File: src/rtl/quad_dec_pkg.sv
// Shared definitions for the quadrature decoder.
//  - Phase encodings {A,B} in the order visited when moving up: 00 -> 10 -> 11 -> 01 -> 00.
//  - Direction encodings for the dir output.
//  - Transition class produced by comparing the previous and current phase.
//  - classify(): maps (prev, cur) onto a transition class.
package quad_dec_pkg;

    localparam logic [1:0] PH_00 = 2'b00;
    localparam logic [1:0] PH_10 = 2'b10;
    localparam logic [1:0] PH_11 = 2'b11;
    localparam logic [1:0] PH_01 = 2'b01;

    localparam logic DIR_UP = 1'b1;
    localparam logic DIR_DN = 1'b0;

    typedef enum logic [1:0] {TR_NONE, TR_UP, TR_DN, TR_ILLEGAL} trans_e;

    // Phase that follows ph when the encoder moves up (A leads B).
    function automatic logic [1:0] next_up(input logic [1:0] ph);
        logic [1:0] nxt;
        case (ph)
            PH_00:   nxt = PH_10;
            PH_10:   nxt = PH_11;
            PH_11:   nxt = PH_01;
            default: nxt = PH_00;
        endcase
        return nxt;
    endfunction

    function automatic trans_e classify(input logic [1:0] prev, input logic [1:0] cur);
        trans_e tr;
        if (cur == prev) begin
            tr = TR_NONE;
        end else if (cur == next_up(prev)) begin
            tr = TR_UP;
        end else if (prev == next_up(cur)) begin
            tr = TR_DN;
        end else begin
            tr = TR_ILLEGAL;  // both bits flipped in one sample
        end
        return tr;
    endfunction

endpackage

File: src/rtl/quad_input_cond.sv
// One encoder channel: multi-flop synchroniser, optionally followed by a glitch filter.
// Configuration macro: QDEC_GLITCH_FILTER_EN enables the filter stage.
// Ports:
//  clk      in   system clock
//  reset_n  in   asynchronous active-low reset
//  raw_i    in   asynchronous pad input
//  cond_o   out  synchronised (and, with the filter, debounced) channel value
module quad_input_cond #(
    parameter int unsigned SYNC_STAGES = 2,
    parameter int unsigned FILTER_LEN  = 4
) (
    input  logic clk,
    input  logic reset_n,
    input  logic raw_i,
    output logic cond_o
);
    import quad_dec_pkg::*;

    logic [SYNC_STAGES-1:0] sync_q;

    always_ff @(posedge clk or negedge reset_n) begin
        if (!reset_n) begin
            sync_q <= '0;
        end else begin
            sync_q <= {sync_q[SYNC_STAGES-2:0], raw_i};
        end
    end

`ifdef QDEC_GLITCH_FILTER_EN
    localparam int unsigned RunW = $clog2(FILTER_LEN);

    logic            sample;
    logic [RunW-1:0] run_q, run_d;
    logic            filt_q, filt_d;

    assign sample = sync_q[SYNC_STAGES-1];

    // run_q counts consecutive samples that disagree with the filtered value; the
    // filtered value follows only once FILTER_LEN such samples have been seen in a row.
    always_comb begin
        run_d  = run_q;
        filt_d = filt_q;
        if (sample == filt_q) begin
            run_d = '0;
        end else if (run_q == RunW'(FILTER_LEN - 1)) begin
            filt_d = sample;
            run_d  = '0;
        end else begin
            run_d = run_q + RunW'(1);
        end
    end

    always_ff @(posedge clk or negedge reset_n) begin
        if (!reset_n) begin
            run_q  <= '0;
            filt_q <= 1'b0;
        end else begin
            run_q  <= run_d;
            filt_q <= filt_d;
        end
    end

    assign cond_o = filt_q;
`else
    logic unused_filter_len;
    assign unused_filter_len = (FILTER_LEN != 0);
    assign cond_o = sync_q[SYNC_STAGES-1];
`endif

endmodule

File: src/rtl/quadrature_decoder.sv
// Quadrature encoder decoder: turns A/B channels into step/dir strobes and a modulo position
// count, and flags illegal (both-bit) phase jumps with a sticky error.
// Configuration macro: QDEC_GLITCH_FILTER_EN adds a FILTER_LEN-sample glitch filter per channel.
// Ports:
//  clk      in   system clock (rising edge)
//  reset_n  in   asynchronous active-low reset
//  enable   in   1: decode and count; 0: track phase only
//  clear    in   synchronous clear of count (overrides a same-cycle step)
//  err_clr  in   synchronous clear of err (a same-cycle illegal change wins)
//  quad_a   in   encoder channel A (asynchronous)
//  quad_b   in   encoder channel B (asynchronous)
//  step     out  one-cycle pulse per legal transition
//  dir      out  direction of last legal step (1 up, 0 down)
//  count    out  position count, modulo 2^CNT_WIDTH
//  wrap     out  one-cycle pulse when count crosses MAX<->0
//  err      out  sticky illegal-transition flag
module quadrature_decoder #(
    parameter int unsigned CNT_WIDTH   = 16,
    parameter int unsigned SYNC_STAGES = 2,
    parameter int unsigned FILTER_LEN  = 4
) (
    input  logic                 clk,
    input  logic                 reset_n,
    input  logic                 enable,
    input  logic                 clear,
    input  logic                 err_clr,
    input  logic                 quad_a,
    input  logic                 quad_b,
    output logic                 step,
    output logic                 dir,
    output logic [CNT_WIDTH-1:0] count,
    output logic                 wrap,
    output logic                 err
);
    import quad_dec_pkg::*;

    // Cycles after reset before the conditioned phase reflects the pads. prev_phase is
    // reloaded during this window so the reset-zero pipeline never looks like a transition.
`ifdef QDEC_GLITCH_FILTER_EN
    localparam int unsigned PrimeCycles = SYNC_STAGES + FILTER_LEN + 1;
`else
    localparam int unsigned PrimeCycles = SYNC_STAGES + 1;
`endif
    localparam int unsigned PrimeW = $clog2(PrimeCycles + 1);
    localparam logic [CNT_WIDTH-1:0] CntMax = '1;

    logic       a_s, b_s;
    logic [1:0] phase;
    trans_e     tr;
    logic       primed;

    logic [1:0]           prev_phase_q, prev_phase_d;
    logic [PrimeW-1:0]    prime_cnt_q, prime_cnt_d;
    logic [CNT_WIDTH-1:0] count_q, count_d;
    logic                 step_q, step_d;
    logic                 dir_q, dir_d;
    logic                 wrap_q, wrap_d;
    logic                 err_q, err_d;

    quad_input_cond #(
        .SYNC_STAGES (SYNC_STAGES),
        .FILTER_LEN  (FILTER_LEN)
    ) u_cond_a (
        .clk     (clk),
        .reset_n (reset_n),
        .raw_i   (quad_a),
        .cond_o  (a_s)
    );

    quad_input_cond #(
        .SYNC_STAGES (SYNC_STAGES),
        .FILTER_LEN  (FILTER_LEN)
    ) u_cond_b (
        .clk     (clk),
        .reset_n (reset_n),
        .raw_i   (quad_b),
        .cond_o  (b_s)
    );

    assign phase  = {a_s, b_s};
    assign tr     = classify(prev_phase_q, phase);
    assign primed = (prime_cnt_q == PrimeW'(PrimeCycles));

    always_comb begin
        prev_phase_d = phase;  // tracked every cycle, also while disabled
        prime_cnt_d  = primed ? prime_cnt_q : prime_cnt_q + PrimeW'(1);
        count_d      = count_q;
        step_d       = 1'b0;
        dir_d        = dir_q;
        wrap_d       = 1'b0;
        err_d        = err_q;

        if (err_clr) begin
            err_d = 1'b0;
        end

        if (primed && enable) begin
            case (tr)
                TR_UP: begin
                    step_d  = 1'b1;
                    dir_d   = DIR_UP;
                    count_d = count_q + CNT_WIDTH'(1);
                    wrap_d  = (count_q == CntMax);
                end
                TR_DN: begin
                    step_d  = 1'b1;
                    dir_d   = DIR_DN;
                    count_d = count_q - CNT_WIDTH'(1);
                    wrap_d  = (count_q == '0);
                end
                TR_ILLEGAL: begin
                    err_d = 1'b1;  // set wins over a simultaneous err_clr
                end
                default: ;
            endcase
        end

        if (clear) begin
            count_d = '0;
            wrap_d  = 1'b0;
        end
    end

    always_ff @(posedge clk or negedge reset_n) begin
        if (!reset_n) begin
            prev_phase_q <= PH_00;
            prime_cnt_q  <= '0;
            count_q      <= '0;
            step_q       <= 1'b0;
            dir_q        <= DIR_UP;
            wrap_q       <= 1'b0;
            err_q        <= 1'b0;
        end else begin
            prev_phase_q <= prev_phase_d;
            prime_cnt_q  <= prime_cnt_d;
            count_q      <= count_d;
            step_q       <= step_d;
            dir_q        <= dir_d;
            wrap_q       <= wrap_d;
            err_q        <= err_d;
        end
    end

    assign step  = step_q;
    assign dir   = dir_q;
    assign count = count_q;
    assign wrap  = wrap_q;
    assign err   = err_q;

endmodule

File: config.mk
export PLATFORM = sky130hd
export DESIGN_NAME = quadrature_decoder
export DESIGN_NICKNAME = d
export VERILOG_FILES = /design/src/rtl/quad_dec_pkg.sv /design/src/rtl/quad_input_cond.sv /design/src/rtl/quadrature_decoder.sv
export SDC_FILE = /design/constraint.sdc
export NUM_CORES = 1
export LEC_CHECK = 0
export ABC_CLOCK_PERIOD_IN_PS = 5500
export BUFFER_PORTS_ARGS = -buffer_cell sky130_fd_sc_hd__buf_4
export CAP_MARGIN = 20
export CORE_ASPECT_RATIO = 1.5
export CORE_MARGIN = 3
export CORE_UTILIZATION = 55
export DETAILED_ROUTE_END_ITERATION = 8
export PLACE_DENSITY_LB_ADDON = 0.2
export SYNTH_ARGS = -nofsm -noshare
export SYNTH_HDL_FRONTEND = slang
export SYNTH_HIERARCHICAL = 1
export SYNTH_SLANG_ARGS = --single-unit
File: constraint.sdc
create_clock -name clk -period 5.5 [get_ports clk]
set_clock_uncertainty 0.2 [all_clocks]
set_input_delay 0 -clock clk [delete_from_list [all_inputs] [get_ports clk]]
set_output_delay 0 -clock clk [all_outputs]
set_load 0.02 [all_outputs]
==> metrics.md <==
| Metric | Value |
|---|---|
| DIE WIDTH | 59.3 µm |
| Switch share | 34.7% |
| Antenna Cells | 0 |
| Non-filler cells, final | 350 |
| Hold Path Class | flip-flop to flip-flop |
| Layout cells sized above 1 | around 17% |
| CTS clk-pin slew, worst paths | 0.10 ns |
| Yosys warning count | 6 |
| Vias in the first global route | 2112 |
| Worst hold slack | 0.162 ns |
| NumNets Final | 321 |
| R2R depth | 9 |
| IR drop worst, VDD | 147 µV |
| Status | finished clean |
| Placed cells | 336 |
| Global-route wire length before repair | about 10000 µm |
| Sw Pwr | 0.000188 W |
| Boundary Pins | 27 |
| Startpoint types | flip-flop |
| Crit path max fanout | 24 |
| Post-synthesis sequential area ratio | 30.0% |
| CP startpoint | prev_phase_q[0]$_DFF_PN0_ |
| Wirelength per Cell | 17.5 µm |
| Vias | 2249 |
| WL final | 6120 µm |
| Critical path endpoint category | flip-flop |
| GRT overflow | 0 |
| Core Area | 4030 µm² |
| PortBufs | 26 |
| # fillers | 360 |
| Layout area overhead | 13.7% |
| Power share of the sequential group | 45.3% |
| CP Data Required Time | about 5.5 ns |
| Number of cell rows | 28 |
| Clock power share | 24.8% |
| Post-route cell area | 2660 µm² |
| Drc violations | 0 |
| Post-synth cell types | roughly 60 |
| Initial Util | 58.2% |
| Most frequent cells in the layout | nor2_1, buf_4, a21oi_1, dfrtp_1, o21ai_0 |
| CTS sink count | 28 |
| Power per standard cell area | 203 nW/µm² |
| Length of the first detailed-routing pass in iterations | 4 |
| Achievable Freq | between 0.2 and 0.25 GHz |
| RSZ-0062 raised after global routing | false |
| Cell count after synthesis | 288 |
| Slew @ Worst Pin | 0.878 ns |
| Root buf cell | clkbuf_8 |
| Detailed Place HPWL | 4170 µm |
| R2R Setup Slk | 1.28 ns |
| Hold Vio Cnt, Final | 0 |
| Antenna-violating nets left | 0 |
| Num CTS Buffers | 3 |
| Largest net degree at the start of global routing | 28 |
| Leakage | 1.13 nW |
| Fin crit share | 76.6% |
| Syn_nets | 303 |
| Post-DP Area | 2500 µm² |
| All-Layer GR Usage | 25.2% |
| Longest Clk Path Bufs | 2 |
| Setup_tns | 0 ns |
| Die height | around 86 µm |
| TritonCTS clock tree | built |
| Reg2reg start | prev_phase_q[0]$_DFF_PN0_ |
| Count of final setup violators | 0 |
| Full die area | 5100 µm² |
| Slew margin rel. | 41.4% |
| Internal Power | 0.000353 W |
| Most used flip-flop cell after synthesis | dfrtp_1 |
| Initial antenna violation count | 0 |
| Drt first-iter violations | 148 |
| Drt via density | 6.43 |
| GPL Wtd Cong | 0.898 |
| Syn_area_per_cell | 8.14 µm² |
| Worst Path Class, Setup | flip-flop to flip-flop |
| Mapped cell area | approximately 2300 µm² |
| Worst-Skew Late Latency | 0.28 ns |
| Comb pwr share | 29.9% |
| Arrival @ worst endpoint | approximately 4.2 ns |
| Number of flops mapped to enable cells by yosys | 0 |
| Number of H-tree levels | 1 |
| Max Cap Violations | 0 |
| Critical Path Sink | count[15]$_DFFE_PN0P_ |
| Min cycle time layout | 4.22 ns |
| Yosys reg bits | 28 |
| Slew Viols, Final | 0 |
| Reg2reg end | count[15]$_DFFE_PN0P_ |
| Ys async rst share | 100% |
registers in the layout (all words and copies together) (netlist names):
| name | count |
|---|---|
| wrap | 1 |
| u_cond_b/sync_q | 2 |
| u_cond_a/sync_q | 2 |
| count | 16 |
| step | 1 |
| err | 1 |
| dir | 1 |
| prev_phase_q | 2 |
| prime_cnt_q | 2 |
worst min path at each step:
stage / startpoint / endpoint / slack (ns) / depth (start not counted)
finish: u_cond_b/sync_q[0]$_DFF_PN0_ / u_cond_b/sync_q[1]$_DFF_PN0_ / 0.16 / 0
global route: quad_b / u_cond_b/sync_q[0]$_DFF_PN0_ / 0.16 / 2
CTS: reset_n / dir$_DFFE_PN1P_ / 0.002 / 2
detailed placement: reset_n / count[3]$_DFFE_PN0P_ / -0.25 / 1
global placement: reset_n / count[3]$_DFFE_PN0P_ / -0.26 / 1
floorplan: reset_n / count[0]$_DFFE_PN0P_ / -0.50 / 0
cells in the mapped netlist (3+ instances only):
| cell type | count | area, µm² |
|---|---|---|
| o21ai_1 | 3 | 15.0 |
| dfrtp_1 | 27 | 676 |
| clkbuf_1 | 14 | 52.6 |
| inv_1 | 10 | 37.5 |
| nand3_1 | 10 | 50.1 |
| or2_2 | 3 | 18.8 |
| o21a_1 | 3 | 22.5 |
| mux2i_1 | 6 | 60.1 |
| a311oi_1 | 3 | 26.3 |
| nor2b_1 | 8 | 50.1 |
| buf_2 | 8 | 40.0 |
| or3_1 | 11 | 68.8 |
| a21o_1 | 7 | 52.6 |
| mux2_2 | 7 | 78.8 |
| nand2_1 | 14 | 52.6 |
| a21oi_1 | 27 | 135 |
| nand4_1 | 4 | 25.0 |
| o21ai_0 | 16 | 80.1 |
| o211ai_1 | 3 | 22.5 |
| a31oi_1 | 6 | 37.5 |
| nor4_1 | 7 | 43.8 |
| ha_1 | 8 | 100 |
| and3_1 | 3 | 18.8 |
| xnor2_1 | 7 | 61.3 |
| nor2_1 | 28 | 105 |
worst max-delay path: stages (launching register included):
cell and delay (ns):
dfrtp_1 0.44, mux2i_1 0.14, o21ai_0 0.38, ha_1 0.77, clkinv_1 0.70, a211oi_2 0.47, o21ai_1 0.15, o31ai_2 0.25
mux2i_1 0.26, mux2_2 0.35
metal layers:
metal	up-vias	wire, µm	global-route usage, %
met5	-	0	0
met4	0	142	7.84
met3	13	422	3.31
met2	91	3120	43.8
met1	1043	2430	31.5
li1	1102	-	-
timing repair:
action	CTS	global route
endpoints found under the hold margin	41	10
setup buffers	0	0
gates resized for setup	0	0
hold buffers	9	1
logic make-up after synthesis:
kind of cell	Yosys count	synth area share, %
compound gates	93	27.1
mux	13	5.93
xor+xnor	8	2.99
fa+ha+maj	8	4.27
simple gates	102	23.2
flops	28	30.0
buf+inv	36	6.51
cell type report:
type / count / area [µm²] / area share, %
clock buffer: 4 / 55.1 / 2.07
tap: 45 / 56.3 / 2.11
multi-input combinational: 224 / 1490 / 55.9
inverter: 11 / 41.3 / 1.55
sequential: 28 / 702 / 26.4
timing repair buffer: 38 / 320 / 12.0
stage by stage:
step           utilization [%]  worst slack [ns]  total power, W
3_3_place_gp              62.0              1.53        0.000400
5_1_grt                   66.1              1.00        0.000575
6_report                  66.1              1.28        0.000541
4_1_cts                   65.9              1.32        0.000543
2_1_floorplan                -              1.54        0.000355
3_5_place_dp              62.0              1.35        0.000402
power by group through the flow:
stage                     clock [W]  sequential [W]  combinational (W)
after floorplan                   0        0.000246           0.000108
final                      0.000134        0.000245           0.000162
after detailed placement          0        0.000249           0.000154
after CTS                  0.000138        0.000244           0.000161
after global placement            0        0.000248           0.000152
after global routing       0.000149        0.000248           0.000178
Note: power is estimated with default switching activity, not from simulation.
